<file path="src/rtl/vx_alu_route_unit.sv">
// N-way ALU sub-unit router/merger: select-based request fan-out, per-lane pending throttle, arbitrated response merge.
// Optional perf counters are enabled by defining ALU_ROUTE_PERF_EN.
module vx_alu_route_unit #(
  parameter int unsigned NUM_SUBUNITS = 2,
  parameter int unsigned DATAW_IN     = 64,
  parameter int unsigned DATAW_OUT    = 64,
  parameter int unsigned SEL_BITS     = (NUM_SUBUNITS > 1) ? $clog2(NUM_SUBUNITS) : 1,
  parameter int unsigned ARB_MODE     = 1,
  parameter int unsigned OUT_REG      = 1,
  parameter int unsigned MAX_PENDING  = 8,
  parameter int unsigned PERF_W       = 32
) (
  input  logic                              clk,
  input  logic                              reset,
  input  logic                              req_valid,
  output logic                              req_ready,
  input  logic [DATAW_IN-1:0]               req_data,
  input  logic [SEL_BITS-1:0]               req_sel,
  input  logic                              drain,
  output logic [NUM_SUBUNITS-1:0]           sub_req_valid,
  input  logic [NUM_SUBUNITS-1:0]           sub_req_ready,
  output logic [NUM_SUBUNITS*DATAW_IN-1:0]  sub_req_data,
  input  logic [NUM_SUBUNITS-1:0]           sub_rsp_valid,
  output logic [NUM_SUBUNITS-1:0]           sub_rsp_ready,
  input  logic [NUM_SUBUNITS*DATAW_OUT-1:0] sub_rsp_data,
  output logic                              rsp_valid,
  input  logic                              rsp_ready,
  output logic [DATAW_OUT-1:0]              rsp_data,
  output logic [SEL_BITS-1:0]               rsp_sel,
  output logic                              idle,
  output logic                              sel_err
`ifdef ALU_ROUTE_PERF_EN
  ,
  output logic [NUM_SUBUNITS*PERF_W-1:0]    perf_issue_cnt,
  output logic [PERF_W-1:0]                 perf_stall_cnt
`endif
);

  localparam int unsigned N     = NUM_SUBUNITS;
  localparam int unsigned PW    = $clog2(MAX_PENDING + 1);
  localparam int unsigned SW1   = SEL_BITS + 1;
  localparam logic [PW-1:0] MAX_P = PW'(MAX_PENDING);

  typedef struct packed {
    logic [SEL_BITS-1:0]  sel;
    logic [DATAW_OUT-1:0] data;
  } rsp_ent_t;

  logic [PW-1:0]       pending_q [N];
  logic [N-1:0]        ok;
  logic [N-1:0]        sub_fire_req;
  logic [N-1:0]        sub_fire_rsp;
  logic                sel_ok;
  logic                sel_hit_ready;
  logic                req_fire;
  logic                sel_err_q;
  logic [SEL_BITS-1:0] last_q;
  logic [31:0]         arb_start;
  logic [N-1:0]        grant;
  logic [SEL_BITS-1:0] grant_idx;
  logic [DATAW_OUT-1:0] grant_data;
  logic                any_valid;
  logic                out_can_accept;
  logic                rsp_in_fire;
  logic                out_empty;
  logic                pend_zero;

  // Out-of-range selects only exist when N is not a power of two.
  generate
    if ((1 << SEL_BITS) > N) begin : g_sel_chk
      assign sel_ok = {1'b0, req_sel} < SW1'(N);
    end else begin : g_sel_full
      assign sel_ok = 1'b1;
    end
  endgenerate

  always_comb begin
    ok            = '0;
    sub_req_valid = '0;
    sel_hit_ready = 1'b0;
    for (int i = 0; i < N; i++) begin
      ok[i]            = pending_q[i] < MAX_P;
      sub_req_valid[i] = req_valid & ~drain & (req_sel == SEL_BITS'(i)) & ok[i];
      if (req_sel == SEL_BITS'(i)) sel_hit_ready = sub_req_ready[i] & ok[i];
    end
  end

  assign req_ready    = ~drain & (sel_ok ? sel_hit_ready : 1'b1);
  assign req_fire     = req_valid & req_ready;
  assign sub_req_data = {N{req_data}};
  assign sub_fire_req = sub_req_valid & sub_req_ready;
  assign sub_fire_rsp = sub_rsp_valid & sub_rsp_ready;

  // Outstanding-op tracking; simultaneous issue and return cancel out.
  always_ff @(posedge clk) begin
    for (int i = 0; i < N; i++) begin
      if (reset) begin
        pending_q[i] <= '0;
      end else begin
        assert (!(sub_fire_rsp[i] && !sub_fire_req[i] && pending_q[i] == '0));
        if (sub_fire_req[i] && !sub_fire_rsp[i]) pending_q[i] <= pending_q[i] + PW'(1);
        else if (!sub_fire_req[i] && sub_fire_rsp[i]) pending_q[i] <= pending_q[i] - PW'(1);
      end
    end
  end

  always_ff @(posedge clk) begin
    if (reset) sel_err_q <= 1'b0;
    else if (req_fire && !sel_ok) sel_err_q <= 1'b1;
  end
  assign sel_err = sel_err_q;

  function automatic int unsigned rot_idx(input logic [31:0] start, input int unsigned k);
    return (start + k) % N;
  endfunction

  assign arb_start = (ARB_MODE == 1) ? (32'(last_q) + 32'd1) : 32'd0;

  // Walk the search order backwards so the first valid candidate wins.
  always_comb begin
    grant      = '0;
    grant_idx  = '0;
    grant_data = '0;
    for (int k = N - 1; k >= 0; k--) begin
      if (sub_rsp_valid[rot_idx(arb_start, k)]) begin
        grant                          = '0;
        grant[rot_idx(arb_start, k)]   = 1'b1;
        grant_idx                      = SEL_BITS'(rot_idx(arb_start, k));
      end
    end
    for (int i = 0; i < N; i++) begin
      if (grant[i]) grant_data = sub_rsp_data[i*DATAW_OUT +: DATAW_OUT];
    end
  end

  assign any_valid     = |sub_rsp_valid;
  assign rsp_in_fire   = any_valid & out_can_accept;
  assign sub_rsp_ready = grant & {N{out_can_accept}};

  always_ff @(posedge clk) begin
    if (reset) last_q <= SEL_BITS'(N - 1);
    else if (rsp_in_fire) last_q <= grant_idx;
  end

  generate
    if (OUT_REG == 0) begin : g_comb_out
      assign rsp_valid      = any_valid;
      assign rsp_data       = grant_data;
      assign rsp_sel        = grant_idx;
      assign out_can_accept = rsp_ready;
      assign out_empty      = 1'b1;
    end else begin : g_skid_out
      // Two entries let a full-rate stream continue without ready feeding back combinationally.
      rsp_ent_t   ent_q [2];
      logic       wr_ptr_q;
      logic       rd_ptr_q;
      logic [1:0] cnt_q;
      logic       pop;

      assign pop = (cnt_q != 2'd0) & rsp_ready;

      always_ff @(posedge clk) begin
        if (reset) begin
          wr_ptr_q <= 1'b0;
          rd_ptr_q <= 1'b0;
          cnt_q    <= 2'd0;
        end else begin
          if (rsp_in_fire) wr_ptr_q <= ~wr_ptr_q;
          if (pop)         rd_ptr_q <= ~rd_ptr_q;
          cnt_q <= cnt_q + 2'(rsp_in_fire) - 2'(pop);
        end
      end

      always_ff @(posedge clk) begin
        if (rsp_in_fire) ent_q[wr_ptr_q] <= '{sel: grant_idx, data: grant_data};
      end

      assign rsp_valid      = cnt_q != 2'd0;
      assign rsp_data       = ent_q[rd_ptr_q].data;
      assign rsp_sel        = ent_q[rd_ptr_q].sel;
      assign out_can_accept = ~cnt_q[1];
      assign out_empty      = cnt_q == 2'd0;
    end
  endgenerate

  always_comb begin
    pend_zero = 1'b1;
    for (int i = 0; i < N; i++) begin
      if (pending_q[i] != '0) pend_zero = 1'b0;
    end
  end
  assign idle = pend_zero & out_empty;

`ifdef ALU_ROUTE_PERF_EN
  logic [PERF_W-1:0] issue_cnt_q [N];
  logic [PERF_W-1:0] stall_cnt_q;

  always_ff @(posedge clk) begin
    for (int i = 0; i < N; i++) begin
      if (reset) issue_cnt_q[i] <= '0;
      else if (sub_fire_req[i]) issue_cnt_q[i] <= issue_cnt_q[i] + PERF_W'(1);
    end
    if (reset) stall_cnt_q <= '0;
    else if (req_valid && !req_ready && !drain) stall_cnt_q <= stall_cnt_q + PERF_W'(1);
  end

  for (genvar g = 0; g < N; g++) begin : g_perf
    assign perf_issue_cnt[g*PERF_W +: PERF_W] = issue_cnt_q[g];
  end
  assign perf_stall_cnt = stall_cnt_q;
`endif

endmodule

</file>
<file path="config.mk">
export PLATFORM = sky130hd
export DESIGN_NAME = vx_alu_route_unit
export DESIGN_NICKNAME = d
export VERILOG_FILES = /design/src/rtl/vx_alu_route_unit.sv
export SDC_FILE = /design/constraint.sdc
export NUM_CORES = 1
export LEC_CHECK = 0
export ABC_AREA = 1
export CAP_MARGIN = 0
export CORE_AREA = 5 5 155 157
export DETAILED_ROUTE_END_ITERATION = 12
export DIE_AREA = 0 0 160 162
export GPL_TIMING_DRIVEN = 1
export PLACE_DENSITY = 0.71
export SYNTH_ARGS = -nofsm -noshare
export SYNTH_HDL_FRONTEND = slang
export SYNTH_SLANG_ARGS = --single-unit
</file>
<file path="constraint.sdc">
create_clock -name clk -period 4.95 [get_ports clk]
set_clock_uncertainty 0.15 [all_clocks]
set_input_delay 0.99 -clock clk [delete_from_list [all_inputs] [get_ports clk]]
set_output_delay 0.99 -clock clk [all_outputs]
set_load 0.05 [all_outputs]
</file>
==> results of run 1 <==
==> layout make-up <==
type                    instances  area share
clock buffers                  18      0.0450
clock inverters                14      0.0156
inverters                      24     0.00945
multi-input cells             350       0.218
flip-flops and latches        144       0.447
well taps                     285      0.0374
repair buffers                217       0.227
==> state kept, by name (all words and copies together), names as in the netlist, named ones only <==
register / count
g_skid_out.ent_q: 130
pending_q: 8
g_skid_out.cnt_q: 2
g_skid_out.rd_ptr_q: 1
g_skid_out.wr_ptr_q: 1
last_q: 1
==> cells in the mapped netlist, types with 2 or more instances <==
| library cell | n | area, um2 |
|---|---|---|
| dfxtp_1 | 6 | 120 |
| mux2_2 | 65 | 732 |
| nor2_2 | 2 | 12.5 |
| a21oi_1 | 8 | 40.0 |
| buf_6 | 12 | 135 |
| buf_2 | 11 | 55.1 |
| ha_1 | 7 | 87.6 |
| nand3_2 | 4 | 40.0 |
| inv_2 | 4 | 15.0 |
| nand3_1 | 81 | 405 |
| edfxtp_1 | 138 | 4140 |
| buf_4 | 135 | 1010 |
| nor3_1 | 2 | 10.0 |
| o21ai_0 | 4 | 20.0 |
| nor2_1 | 18 | 67.6 |
| inv_1 | 20 | 75.1 |
| xor2_1 | 3 | 26.3 |
| nand4_1 | 2 | 12.5 |
| nand2_1 | 148 | 556 |
==> worst max-delay path, delay by kind of cell <==
family	cells	cell delay, ps
buf+inv	3	1400
simple gates	2	380
==> metal layers <==
metal | wire length (um) | share of wire
met2 | 10100 | 0.54
met4 | 399 | 0.021
met3 | 1600 | 0.085
met1 | 6680 | 0.36
met5 | 0 | 0
==> stage by stage <==
step                setup slack (ps)  std cells
floorplan                        434        677
global placement                 900       1020
detailed placement               913       1020
CTS                              913       1052
global route                     852       1052
finish                          1030       1052
==> worst paths after layout <==
path / from / end / slack, ps / cells after the start
worst max-delay path: drain / sub_req_valid[0] / 1030 / 5
worst min-delay path: g_skid_out.rd_ptr_q / flip-flop / 300 / 1
worst max register to register: g_skid_out.cnt_q[1] / g_skid_out.ent_q[1][44] / 2760 / 4
worst min register to register: g_skid_out.rd_ptr_q / flip-flop / 300 / 1
==> power by group through the flow <==
stage                     clock network, mW  logic [mW]  registers (mW)
after floorplan                           0        1.84            1.84
after global placement                    0        2.27            1.85
after detailed placement                  0        2.29            1.87
after CTS                              1.26        2.29            1.84
after global routing                   1.33        2.38            1.87
final                                  1.23        2.26            1.84
==> kinds of logic after synthesis <==
kind of cell,after synthesis
simple gates,258
buf+inv,183
flops,144
mux,65
compound gates,14
fa+ha+maj,8
xor+xnor,4
other cells,1
==> impl_metrics.yaml, run 1 <==
outcome:
  outcome: "complete, no violations"
grt:
  grt_usage: 0.139
  grtUsageMet1: 0.142
  grt_max_degree: 67
  grt_pass1_vias: 4733
  grt-ovfl-total: 0
  met2_usage: 0.256
  met3_usage: 0.0553
  antenna_found_initial: 0
  grt-busiest-layer: "met2"
  grt_first_pass_wirelength_mm: 27.6
clock_tree:
  cts_root_buf: "clkbuf_16"
  cts_made_buffers: 17
  clk_pin_slew_ps: 60
  clkLatencyLatePin_ps: 420
  clock_sink_count: 144
  tritoncts: "yes"
  cts_setup_buffers: 0
  cts_hold_buf: 0
  clk_path_buf_depth: 2
  htree_levels: 4
  post_cts_resized: 0
cells_and_area:
  drive_gt1_frac: 0.156
  syn2layout_area_growth_pct: 25.0
  fin_nets: 964
  layout_common_cells: "clkdlybuf4s50_1, nand2_1, edfxtp_1"
  fillers: 2087
  final_area_um2: 9530
  multiInputGateArea_um2: 2080
  seqCellArea_um2: 4270
  n_antenna_cell: 0
  final_common_cell: "clkdlybuf4s50_1"
  fin_util: 0.426
yosys:
  synth_seq_area_share: 0.559
  synth_fp_nets: 887
  synth-edff-count: 138
  synth_xor_area_frac: 0.00459
  yosys_warnings: 0
  synth_fa_ha_area_frac: 0.0141
  synth_top_family_by_area: "buffers and inverters"
  synth_seq_cells: 144
  synth_ff_type: "edfxtp_1"
  synth_compound_area_frac: 0.00951
  avgSynthCellArea_um2: 11.3
  synthArstFlopShare: 0
  yosysUniqueCellTypes: 26
  synth-simple-area-share: 0.146
  synthMuxAreaShare: 0.0960
  syn_inst: 677
  synth_area_um2: 7630
drt:
  detail_route.wl_per_cell_um: 17.8
  first_pass_iters: 7
  totalWireLength_mm: 18.8
  antenna_left: 0
  vias_per_cell: 4.64
  route.detailed.drc: 0
  vias: 4881
  drt_iter0_drc: 320
pwr:
  total_power_mw: 5.32
  combPwrFrac: 0.425
  power_switching_share: 0.391
  ir_drop_mv: 0.206
  power_switching_mw: 2.08
  p_leak_nw: 3.67
  power_frac_seq: 0.345
  p_int_mw: 3.24
  p_per_area_nw_per_um2: 559
  p_clk_frac: 0.230
worst_setup_path:
  critPathMaxStageDelay_ps: 870
  end_kind: "output pin"
  crit_path_cell_trace: "clkdlybuf4s50_1, inv_1, nand2_1, nor3_1, clkdlybuf4s50_1"
  worstPathArrival_ps: 2780
  required_ps: 3810
  start_kind: "primary input"
  critPathKind: "primary input to output pin"
  slowest_stage: "clkdlybuf4s50_1"
  cpMostUsedCell: "clkdlybuf4s50_1"
  critical_path.max_fanout: 4
floorplanning:
  pin_count: 403
  die_h_um: 162
  core.rowCount: 55
  die_x_um: 160
  start_util: 0.341
  fp.coreArea_um2: 22400
  die_area_um2: 25900
timing:
  maxSlewViolCount: 0
  hold_viol_final: 0
  period_share: 0.791
  rsz0062_at_grt: "no"
  fin_crit_ps: 3920
  maxClockFrequency_mhz: 255
  tightestPinTransition_ps: 1170
  setup_tns_ps: 0
  setup_viol: 0
  whs_ps: 305
  slew_headroom: 0.221
worst_hold_path:
  hold_path_class: "flip-flop to flip-flop"
run:
  maxCapViolCount: 0
placement:
  port_buffers: 209
  place_hpwl_mm: 13.9
  dpl_cell_area_um2: 8950
  place_congestion: 0.755
Note: power is estimated with default switching activity, not from simulation.
==> run 2: changes to the inputs <==
--- a/config.mk
+++ b/config.mk
@@ -7,11 +7,11 @@
 export LEC_CHECK = 0
 export ABC_AREA = 1
 export CAP_MARGIN = 0
-export CORE_AREA = 5 5 155 157
+export CORE_MARGIN = 5
+export CORE_UTILIZATION = 36
 export DETAILED_ROUTE_END_ITERATION = 12
-export DIE_AREA = 0 0 160 162
 export GPL_TIMING_DRIVEN = 1
-export PLACE_DENSITY = 0.71
+export PLACE_DENSITY = 0.77
 export SYNTH_ARGS = -nofsm -noshare
 export SYNTH_HDL_FRONTEND = slang
 export SYNTH_SLANG_ARGS = --single-unit
==> constraint.sdc (replaced) <==
create_clock -name clk -period 3.2 [get_ports clk]
set_clock_uncertainty 0.15 [all_clocks]
set_input_delay 0.64 -clock clk [delete_from_list [all_inputs] [get_ports clk]]
set_output_delay 0.64 -clock clk [all_outputs]
set_load 0.05 [all_outputs]
==> run 2 against run 1 <==
  * Core utilization is 3.2 points higher
  * Clock power grew 55%
  * Die area is 6.6% lower
  * Critical path depth decreased by 2
  * Cell count decreased by 0.86%
  * Global-route usage rose by 0.62 points
  * Sequential power grew 53%
  * Critical path type is now flip-flop to output pin
  * Largest power group unchanged
==> impl_metrics.yaml, run 2 (synthesis gave the netlist of run 1 again) <==
timing:
  setup_tns_ps: 0
  maxSlewViolCount: 0
  period_share: 0.944
  hold_viol_final: 0
  setup_viol: 0
  tightestPinTransition_ps: 749
  slew_headroom: 0.500
  rsz0062_at_grt: "no"
  maxClockFrequency_mhz: 331
  fin_crit_ps: 3020
worst_setup_path:
  rr_worst_depth: 11
  end_kind: "output pin"
  worstPathArrival_ps: 2230
  r2r_end: "pending_q[1][3]"
  r2r-start: "pending_q[1][3]"
  crit_path_cell_trace: "buf_12, mux2_2, clkdlybuf4s50_1"
  start_kind: "flip-flop"
  critPathMaxStageDelay_ps: 710
  required_ps: 2410
  critPathKind: "flip-flop to output pin"
  critical_path.max_fanout: 65
  slowest_stage: "clkdlybuf4s50_1"
  regToRegSetupSlack_ps: 1100
clock_tree:
  cts_hold_buf: 0
  cts_made_buffers: 17
  cts_root_buf: "clkbuf_16"
  clkLatencyLatePin_ps: 410
  clk_pin_slew_ps: 60
  htree_levels: 4
  tritoncts: "yes"
  cts_setup_buffers: 0
  clock_sink_count: 144
  post_cts_resized: 0
  clk_path_buf_depth: 2
cells_and_area:
  fin_nets: 965
  fin_cells: 1043
  regMostFlops: "g_skid_out.ent_q"
  final_common_cell: "clkdlybuf4s50_1"
  drive_gt1_frac: 0.165
  layout_common_cells: "clkdlybuf4s50_1, nand2_1, edfxtp_1"
  n_antenna_cell: 0
  largest_reg_flops: 130
  reg_top3: "g_skid_out.ent_q (130), pending_q (8), g_skid_out.cnt_q (2)"
  syn2layout_area_growth_pct: 26.0
drt:
  route.met3.wl_mm: 1.52
  vias_per_cell: 4.62
  first_pass_iters: 4
  detail_route.wl_per_cell_um: 17.5
  totalWireLength_mm: 18.3
  highest_layer: "met4"
  antenna_left: 0
  wl_met2_mm: 9.56
  drt_iter0_drc: 290
  wl_met1_mm: 6.64
  vias: 4820
  route.detailed.drc: 0
pwr:
  p_per_area_nw_per_um2: 862
  p_int_mw: 5.05
  ir_drop_mv: 0.372
  power_switching_mw: 3.23
  power_frac_seq: 0.339
  p_clk_frac: 0.231
  p_leak_nw: 3.72
  power_switching_share: 0.390
  combPwrFrac: 0.430
floorplanning:
  pin_count: 403
  die_x_um: 156
  die_area_um2: 24200
  core.rowCount: 53
  start_util: 0.364
  die_h_um: 156
  fp.coreArea_um2: 21000
grt:
  grt-ovfl-total: 0
  grt_usage: 0.145
  grt_first_pass_wirelength_mm: 26.8
  antenna_found_initial: 0
  grt_pass1_vias: 4766
  grt_max_degree: 66
placement:
  port_buffers: 209
  place_hpwl_mm: 13.1
  place_inst: 1011
  place_congestion: 0.803
run:
  maxCapViolCount: 0
worst_hold_path:
  whs_path_depth: 1
  hold_path_class: "flip-flop to flip-flop"
  hold_start: "g_skid_out.rd_ptr_q"
outcome:
  outcome: "complete, no violations"
-- run 2: final cells by class --
cell class	instances	area (um2)
timing repair buffer	218	2250
multi-input combinational	350	2080
clock inverter	14	146
fill	1915	11300
sequential	144	4270
tap	275	344
clock buffer	18	429
inverter	24	90.1
-- run 2: worst max-delay path by stage --
| stage | start | cells after the start | slack [ps] | end |
|---|---|---|---|---|
| final | flip-flop | 3 | 180 | rsp_data[36] |
| after detailed placement | sub_rsp_valid[1] | 10 | 400 | pending_q[1][3] |
| after floorplan | sub_rsp_valid[1] | 2 | 90 | g_skid_out.ent_q[1][0] |
| after CTS | flip-flop | 3 | 140 | rsp_data[37] |
| after global routing | pending_q[0][0] | 5 | 40 | idle |
| after global placement | sub_rsp_valid[1] | 10 | 460 | pending_q[1][3] |
-- run 2: metrics by stage --
stage               setup slack [ps]  instance area, um2  hold slack [ps]  utilization  total power, mW
finish                           180                9610              294        0.459             8.28
global route                    43.3                9610              324        0.459             8.68
CTS                              142                9610              296        0.459             8.39
detailed placement               405                9030              288        0.431             6.45
global placement                 456                9030              285        0.431             6.40
floorplan                       93.9                7630              276            -             5.67
-- run 2: routing by layer --
metal,global-route usage,vias to the layer above
met2,0.261,191
met4,0.0588,0
met5,0,-
met3,0.0519,49
li1,-,2341
met1,0.155,2239
-- run 2: power groups by stage --
stage	sequential, mW	clock, mW	combinational, mW
2_1_floorplan	2.83	0	2.84
3_3_place_gp	2.83	0	3.57
3_5_place_dp	2.85	0	3.60
4_1_cts	2.82	1.96	3.61
5_1_grt	2.85	2.08	3.75
6_report	2.81	1.91	3.56
-- run 2: worst max-delay path: cells and delay by family (launching register included) --
family / cells / cell delay [ps]
multiplexers: 1 / 400
flip-flops: 1 / 340
buffers and inverters: 2 / 1040
